--- config.mk ---
export PLATFORM = sky130hd
export DESIGN_NAME = tx_frame_scheduler
export DESIGN_NICKNAME = d
export VERILOG_FILES = /design/src/rtl/rifl_pkg.sv /design/src/rtl/sat_updown_cntr.sv /design/src/rtl/tx_frame_scheduler.sv
export SDC_FILE = /design/constraint.sdc
export NUM_CORES = 1
export LEC_CHECK = 0
export CORE_AREA = 2 2 208 210
export CTS_BUF_LIST = sky130_fd_sc_hd__clkbuf_8
export DETAILED_ROUTE_END_ITERATION = 12
export DIE_AREA = 0 0 210 212
export PLACE_DENSITY_LB_ADDON = 0.1
export SYNTH_ARGS = -nofsm -noshare
export SYNTH_HDL_FRONTEND = slang
export SYNTH_SLANG_ARGS = --single-unit
export TNS_END_PERCENT = 100
--- constraint.sdc ---
create_clock -name tx_frame_clk -period 3.6 [get_ports tx_frame_clk]
set_clock_uncertainty 0.15 [all_clocks]
set_input_delay 0.72 -clock tx_frame_clk [delete_from_list [all_inputs] [get_ports tx_frame_clk]]
set_output_delay 0.72 -clock tx_frame_clk [all_outputs]
set_load 0.005 [all_outputs]
--- src/rtl/rifl_pkg.sv ---
// Shared frame-level types and constants for the TX frame path.
package rifl_pkg;

   typedef enum logic [1:0] {
      IDLE = 2'd0,
      DATA = 2'd1,
      FC   = 2'd2,
      COMP = 2'd3
   } frame_type_t;

   // FC payload layout: only the pause bit is meaningful, the rest is zero
   localparam int FC_PAUSE_BIT = 0;

endpackage

--- src/rtl/sat_updown_cntr.sv ---
// Saturating up/down counter with a sticky overflow flag and a synchronous clear.
module sat_updown_cntr #(
   parameter int WIDTH = 5
) (
   input  logic             clk,
   input  logic             rst_n,
   input  logic             clr,
   input  logic             inc,
   input  logic             dec,
   output logic [WIDTH-1:0] cnt,
   output logic             ovf
);

   localparam logic [WIDTH-1:0] MAX = '1;

   // clr leaves ovf alone so an overflow stays visible until reset
   always_ff @(posedge clk or negedge rst_n) begin
      if (!rst_n) begin
         cnt <= '0;
         ovf <= 1'b0;
      end else if (clr) begin
         cnt <= '0;
      end else if (inc && !dec) begin
         if (cnt == MAX) ovf <= 1'b1;
         else            cnt <= cnt + WIDTH'(1);
      end else if (dec && !inc && cnt != '0) begin
         cnt <= cnt - WIDTH'(1);
      end
   end

endmodule

--- src/rtl/tx_frame_scheduler.sv ---
// Per-slot frame source selection: compensation debt first, then flow control,
// then user data, then idle fill.
module tx_frame_scheduler
   import rifl_pkg::*;
#(
   parameter int DWIDTH    = 256,
   parameter int FC_PERIOD = 64,
   parameter int OWE_WIDTH = 5
) (
   input  logic                 tx_frame_clk,
   input  logic                 rst_n,
   input  logic                 clock_active,
   input  logic                 compensate,
   input  logic                 fc_pause,
   input  logic                 remote_pause,
   input  logic [DWIDTH-1:0]    s_axis_tdata,
   input  logic                 s_axis_tvalid,
   input  logic                 s_axis_tlast,
   output logic                 s_axis_tready,
   output logic [DWIDTH-1:0]    frame_data,
   output logic [1:0]           frame_type,
   output logic                 frame_last,
   output logic                 frame_vld,
   input  logic                 frame_rdy,
   output logic [OWE_WIDTH-1:0] owe_cnt,
   output logic                 comp_ovf
);

   localparam int TW = (FC_PERIOD > 2) ? $clog2(FC_PERIOD) : 1;
   localparam logic [TW-1:0] TMAX = TW'(FC_PERIOD - 1);

   typedef enum logic {PKT_IDLE, PKT_BODY} pkt_state_t;

   pkt_state_t        pkt_state, pkt_next;
   frame_type_t       sel, type_q;
   logic              slot_open, comp_load, fc_load, fc_set;
   logic              fc_pend, fc_pause_q, last_q, vld_q;
   logic [TW-1:0]     timer, timer_nxt;
   logic [DWIDTH-1:0] data_q, payload;

   assign slot_open = clock_active && (!vld_q || frame_rdy);

   always_comb begin
      sel = IDLE;
      if (owe_cnt != '0)
         sel = COMP;
      else if (fc_pend)
         sel = FC;
      else if (s_axis_tvalid && (pkt_state == PKT_BODY || !remote_pause))
         sel = DATA;
   end

   assign s_axis_tready = slot_open && (sel == DATA);
   assign comp_load     = slot_open && (sel == COMP);
   assign fc_load       = slot_open && (sel == FC);

   always_comb begin
      payload = '0;
      if (sel == DATA) payload = s_axis_tdata;
      if (sel == FC)   payload[FC_PAUSE_BIT] = fc_pause;
   end

   // timer parks at its terminal value while the FC frame waits behind COMP
   always_comb begin
      timer_nxt = timer;
      if (fc_load)            timer_nxt = '0;
      else if (timer != TMAX) timer_nxt = timer + TW'(1);
   end

   assign fc_set = (fc_pause != fc_pause_q) || (timer_nxt == TMAX);

   // remote_pause only gates the start of a packet, never its continuation
   always_comb begin
      pkt_next = pkt_state;
      if (!clock_active)
         pkt_next = PKT_IDLE;
      else if (s_axis_tready)
         pkt_next = s_axis_tlast ? PKT_IDLE : PKT_BODY;
   end

   always_ff @(posedge tx_frame_clk or negedge rst_n) begin
      if (!rst_n) pkt_state <= PKT_IDLE;
      else        pkt_state <= pkt_next;
   end

   always_ff @(posedge tx_frame_clk or negedge rst_n) begin
      if (!rst_n) begin
         fc_pend    <= 1'b0;
         fc_pause_q <= 1'b0;
         timer      <= '0;
         vld_q      <= 1'b0;
         type_q     <= IDLE;
         data_q     <= '0;
         last_q     <= 1'b0;
      end else begin
         fc_pause_q <= fc_pause;
         if (!clock_active) begin
            fc_pend <= 1'b0;
            timer   <= '0;
            vld_q   <= 1'b0;
         end else begin
            timer <= timer_nxt;
            if (fc_set)       fc_pend <= 1'b1;
            else if (fc_load) fc_pend <= 1'b0;
            if (slot_open) begin
               vld_q  <= 1'b1;
               type_q <= sel;
               data_q <= payload;
               last_q <= (sel == DATA) && s_axis_tlast;
            end
         end
      end
   end

   sat_updown_cntr #(.WIDTH(OWE_WIDTH)) u_owe (
      .clk   (tx_frame_clk),
      .rst_n (rst_n),
      .clr   (!clock_active),
      .inc   (compensate),
      .dec   (comp_load),
      .cnt   (owe_cnt),
      .ovf   (comp_ovf)
   );

   assign frame_data = data_q;
   assign frame_type = type_q;
   assign frame_last = last_q;
   assign frame_vld  = vld_q;

endmodule
==> results of run 1 <==
## registers in the layout, summed over array words and instances, names as in the netlist
| name | flops |
|---|---|
| fc_pause_q | 1 |
| fc_pend | 1 |
| frame_data | 256 |
| frame_last | 1 |
| frame_type | 2 |
| frame_vld | 1 |
| pkt_state | 1 |
| timer | 6 |
| u_owe.cnt | 5 |
| u_owe.ovf | 1 |
## layout by cell type (no fill, tap or decap), types with 2 or more instances in the layout
master and count:
a21oi_1 5, a22o_1 257, a31oi_1 2, and3_1 3
buf_12 6, buf_4 8, clkbuf_8 66, clkdlybuf4s50_1 530
dfrtp_1 275, diode_2 3, ha_1 5, inv_1 21
mux2_2 2, mux2i_1 6, nand2_1 11, nand2b_1 3
nand3_1 5, nand4_1 2, nand4b_1 2, nor2_1 12
nor3_1 2, o21ai_0 4, o21ai_2 2, o31a_1 2
xnor2_1 2, xor2_1 2
## path summary, 6_finish.rpt
| check | from | endpoint | slack [ns] | depth (start not counted) |
|---|---|---|---|---|
| max | u_owe.cnt[0] | s_axis_tready | 0.48 | 4 |
| min | frame_type[0] | frame_type[0] | 0.31 | 2 |
| max reg2reg | u_owe.cnt[0] | u_owe.cnt[4] | 1.11 | 9 |
| min reg2reg | frame_type[0] | frame_type[0] | 0.31 | 2 |
| max in group asynchronous | rst_n | frame_data[41] | 1.92 | 3 |
| min in group asynchronous | rst_n | frame_data[100] | 0.55 | 2 |
## worst reg2reg max path, stage by stage (launching register included)
cell,delay [ns]
dfrtp_1,0.48
nor3_2,0.22
and2_4,0.22
o21ai_2,0.14
fa_1,0.43
a21o_1,0.19
a21oi_1,0.19
nand4b_1,0.12
o31a_1,0.13
mux2i_1,0.12
## per-layer routing
layer / part of all wire / wire [µm] / GRT usage
met1: 0.41 / 15100 / 0.195
met2: 0.49 / 18100 / 0.269
met3: 0.081 / 3030 / 0.0572
met4: 0.025 / 922 / 0.0643
met5: 0.00035 / 13 / 0
## synth_stat cells (3+ instances only)
| master | count |
|---|---|
| dfrtp_1 | 275 |
| a22o_1 | 257 |
| clkbuf_1 | 29 |
| buf_6 | 22 |
| nor2_1 | 12 |
| nand2_1 | 11 |
| mux2i_1 | 6 |
| a21oi_1 | 5 |
| buf_2 | 5 |
| ha_1 | 5 |
| nand3_1 | 5 |
| and3_1 | 4 |
| inv_1 | 4 |
| o21ai_0 | 4 |
| nand2b_1 | 3 |
## power by group through the flow
| stage | logic, µW | clock network (µW) | registers (µW) |
|---|---|---|---|
| finish | 1450 | 3010 | 3500 |
| global route | 1580 | 3280 | 3540 |
| CTS | 1490 | 3150 | 3500 |
| detailed placement | 1480 | 0 | 3550 |
| global placement | 1480 | 0 | 3550 |
| floorplan | 469 | 0 | 3550 |
## final cells by class
type,instances,area [µm²],area share
Sequential cell,275,6880,0.406
Timing Repair Buffer,546,5510,0.325
Multi-Input combinational cell,342,2840,0.168
Clock buffer,66,908,0.0536
Tap cell,546,683,0.0403
Clock inverter,18,93.8,0.00554
Inverter,5,18.8,0.00111
Antenna cell,3,7.51,0.000443
## stage by stage
| step | cells | hold WS [ns] |
|---|---|---|
| 2_1_floorplan | 683 | 0.274 |
| 3_3_place_gp | 1713 | 0.305 |
| 3_5_place_dp | 1713 | 0.304 |
| 4_1_cts | 1798 | 0.317 |
| 5_1_grt | 1800 | 0.356 |
| 6_report | 1801 | 0.314 |
## cells by family after synthesis
kind of cell / count (synthesis)
compound gates: 280
xor+xnor: 4
fa+ha+maj: 6
buf+inv: 66
flops: 275
mux: 8
simple gates: 44
==> metrics.csv, run 1 <==
stage;metric;value;unit
outcome;status;finished clean;
global_route;grt_pass1_wl;55400;µm
synth;synth-compound-area-share;0.238;
floorplanning;coreArea;0.0425;mm²
place;place.detailed.hpwl;25700;µm
synth;synth-adder-area-share;0.00812;
power;power_switching;2040;µW
route;drc;0;
setup_path;cp_max_fo;7;
route;vias;8108;
clock_tree;numClockSinks;275;
power;p_per_area;470;mW/mm²
place;port_buffers;531;
route;ant_nets;0;
clock_tree;post_cts_buffers;0;
setup_path;startpoint_type;register;
sta;clock.fmax;321;MHz
setup_path;crit_family;simple AND/OR/NAND/NOR gates;
synth;synth_top_area_cell;dfrtp_1;
power;vdd_ir_drop_max;0.197;mV
clock_tree;cts_buffer_depth;3;
floorplanning;die_w;210;µm
power;clockPowerShare;0.378;
place;pre_cts_ws;0.527;ns
floorplanning;io-pin-count;532;
setup_path;max_stage_delay;0.51;ns
clock_tree;cts_tree;yes;
finish;layout.nets;1492;
sta;post-route-min-period;3.12;ns
finish;utilization;0.399;
route;wl;37200;µm
clock_tree;numCtsBuffers;51;
sta;rsz0062_at_grt;false;
finish;area_growth;66.6;%
floorplanning;row_count;76;
synth;synthArstFlopShare;1.00;
sta;slew_headroom;0.401;
synth;synth.area.mux_share;0.00812;
sta;hold_viol_final;0;
place;placed_cell_area;0.0159;mm²
power;p_leak;0.00752;µW
finish;drive_gt1_frac;0.0735;
sta;setup_ws;0.483;ns
synth;syn_inst;683;
setup_path;crit_path_end_kind;output pin;
clock_tree;clk_pin_slew_worst_paths;0.06;ns
sta;fin_crit_sh;0.866;
synth;postSynthAreaPerCell;14.9;µm²
flow_run;drv_cap;0;
clock_tree;cts-htree-levels;2;
hold_path;hold_class;reg2reg;
setup_path;worst-endpoint-arrival;2.25;ns
route;first_pass_iters;4;
synth;yosys.area_share.simple;0.0218;
sta;slew_viol_final;0;
floorplanning;die-area;0.0445;mm²
finish;postLayoutCellArea;0.0169;mm²
synth;ys_seq_area_frac;0.677;
global_route;grt_max_degree;183;
route;wire_per_inst;20.6;µm
clock_tree;postCtsHoldBufs;1;
power;p_int;5920;µW
sta;setup_viol;0;
power;p_seq_frac;0.439;
setup_path;crit_chain;nor3_2 > and2_4 > and3_4 > clkdlybuf4s50_1;
sta;worstMarginPinSlew;0.898;ns
route;drt-initial-drc-count;462;
power;pwr-share-comb;0.183;
synth;yosys.area.top_type_share;0.677;
global_route;overflow;0;
synth;synth_top_family_by_area;compound AO/OA/AOI/OAI gates;
synth;synthTopCellsByArea;dfrtp_1 (68%), a22o_1 (22%), buf_6 (2.4%);
synth;synth_warnings;0;
synth;synth-xor-area-share;0.00344;
setup_path;crit_type;reg2out;
power;sw_frac_of_total;0.256;
clock_tree;cts_resized;0;
global_route;grt_use_total;0.163;
power;power;7960;µW
sta;fin_setup_tns;0;ns
floorplanning;start_util;0.239;
synth;synth_cell_types;40;
place;place.gp.congestion;0.726;
setup_path;crit_required;2.73;ns
global_route;antenna_found_initial;3;
clock_tree;cts-root-buf;clkbuf_8;
finish;fillers;4096;
clock_tree;clkLatencyLatePin;0.60;ns
synth;synth-seq-cells;275;
setup_path;path_buf_inv;1;
setup_path;cp_slowest_cell;clkdlybuf4s50_1;
synth;synth_flop_cell;dfrtp_1;
global_route;grt_pass1_vias;8609;
synth;syn_area;0.0102;mm²
route;via_per_inst;4.50;
floorplanning;die_h;212;µm
synth;syn-num-nets;954;
synth;synth-edff-count;0;
Power figures use the tool's default switching activity.
==> run 2: changes to the inputs <==
--- a/config.mk
+++ b/config.mk
@@ -5,6 +5,7 @@
 export SDC_FILE = /design/constraint.sdc
 export NUM_CORES = 1
 export LEC_CHECK = 0
+export ABC_CLOCK_PERIOD_IN_PS = 3600
 export CORE_AREA = 2 2 208 210
 export CTS_BUF_LIST = sky130_fd_sc_hd__clkbuf_8
 export DETAILED_ROUTE_END_ITERATION = 12
==> results of run 2 <==
Final layout, timing and power as in run 1 (identical DEF).
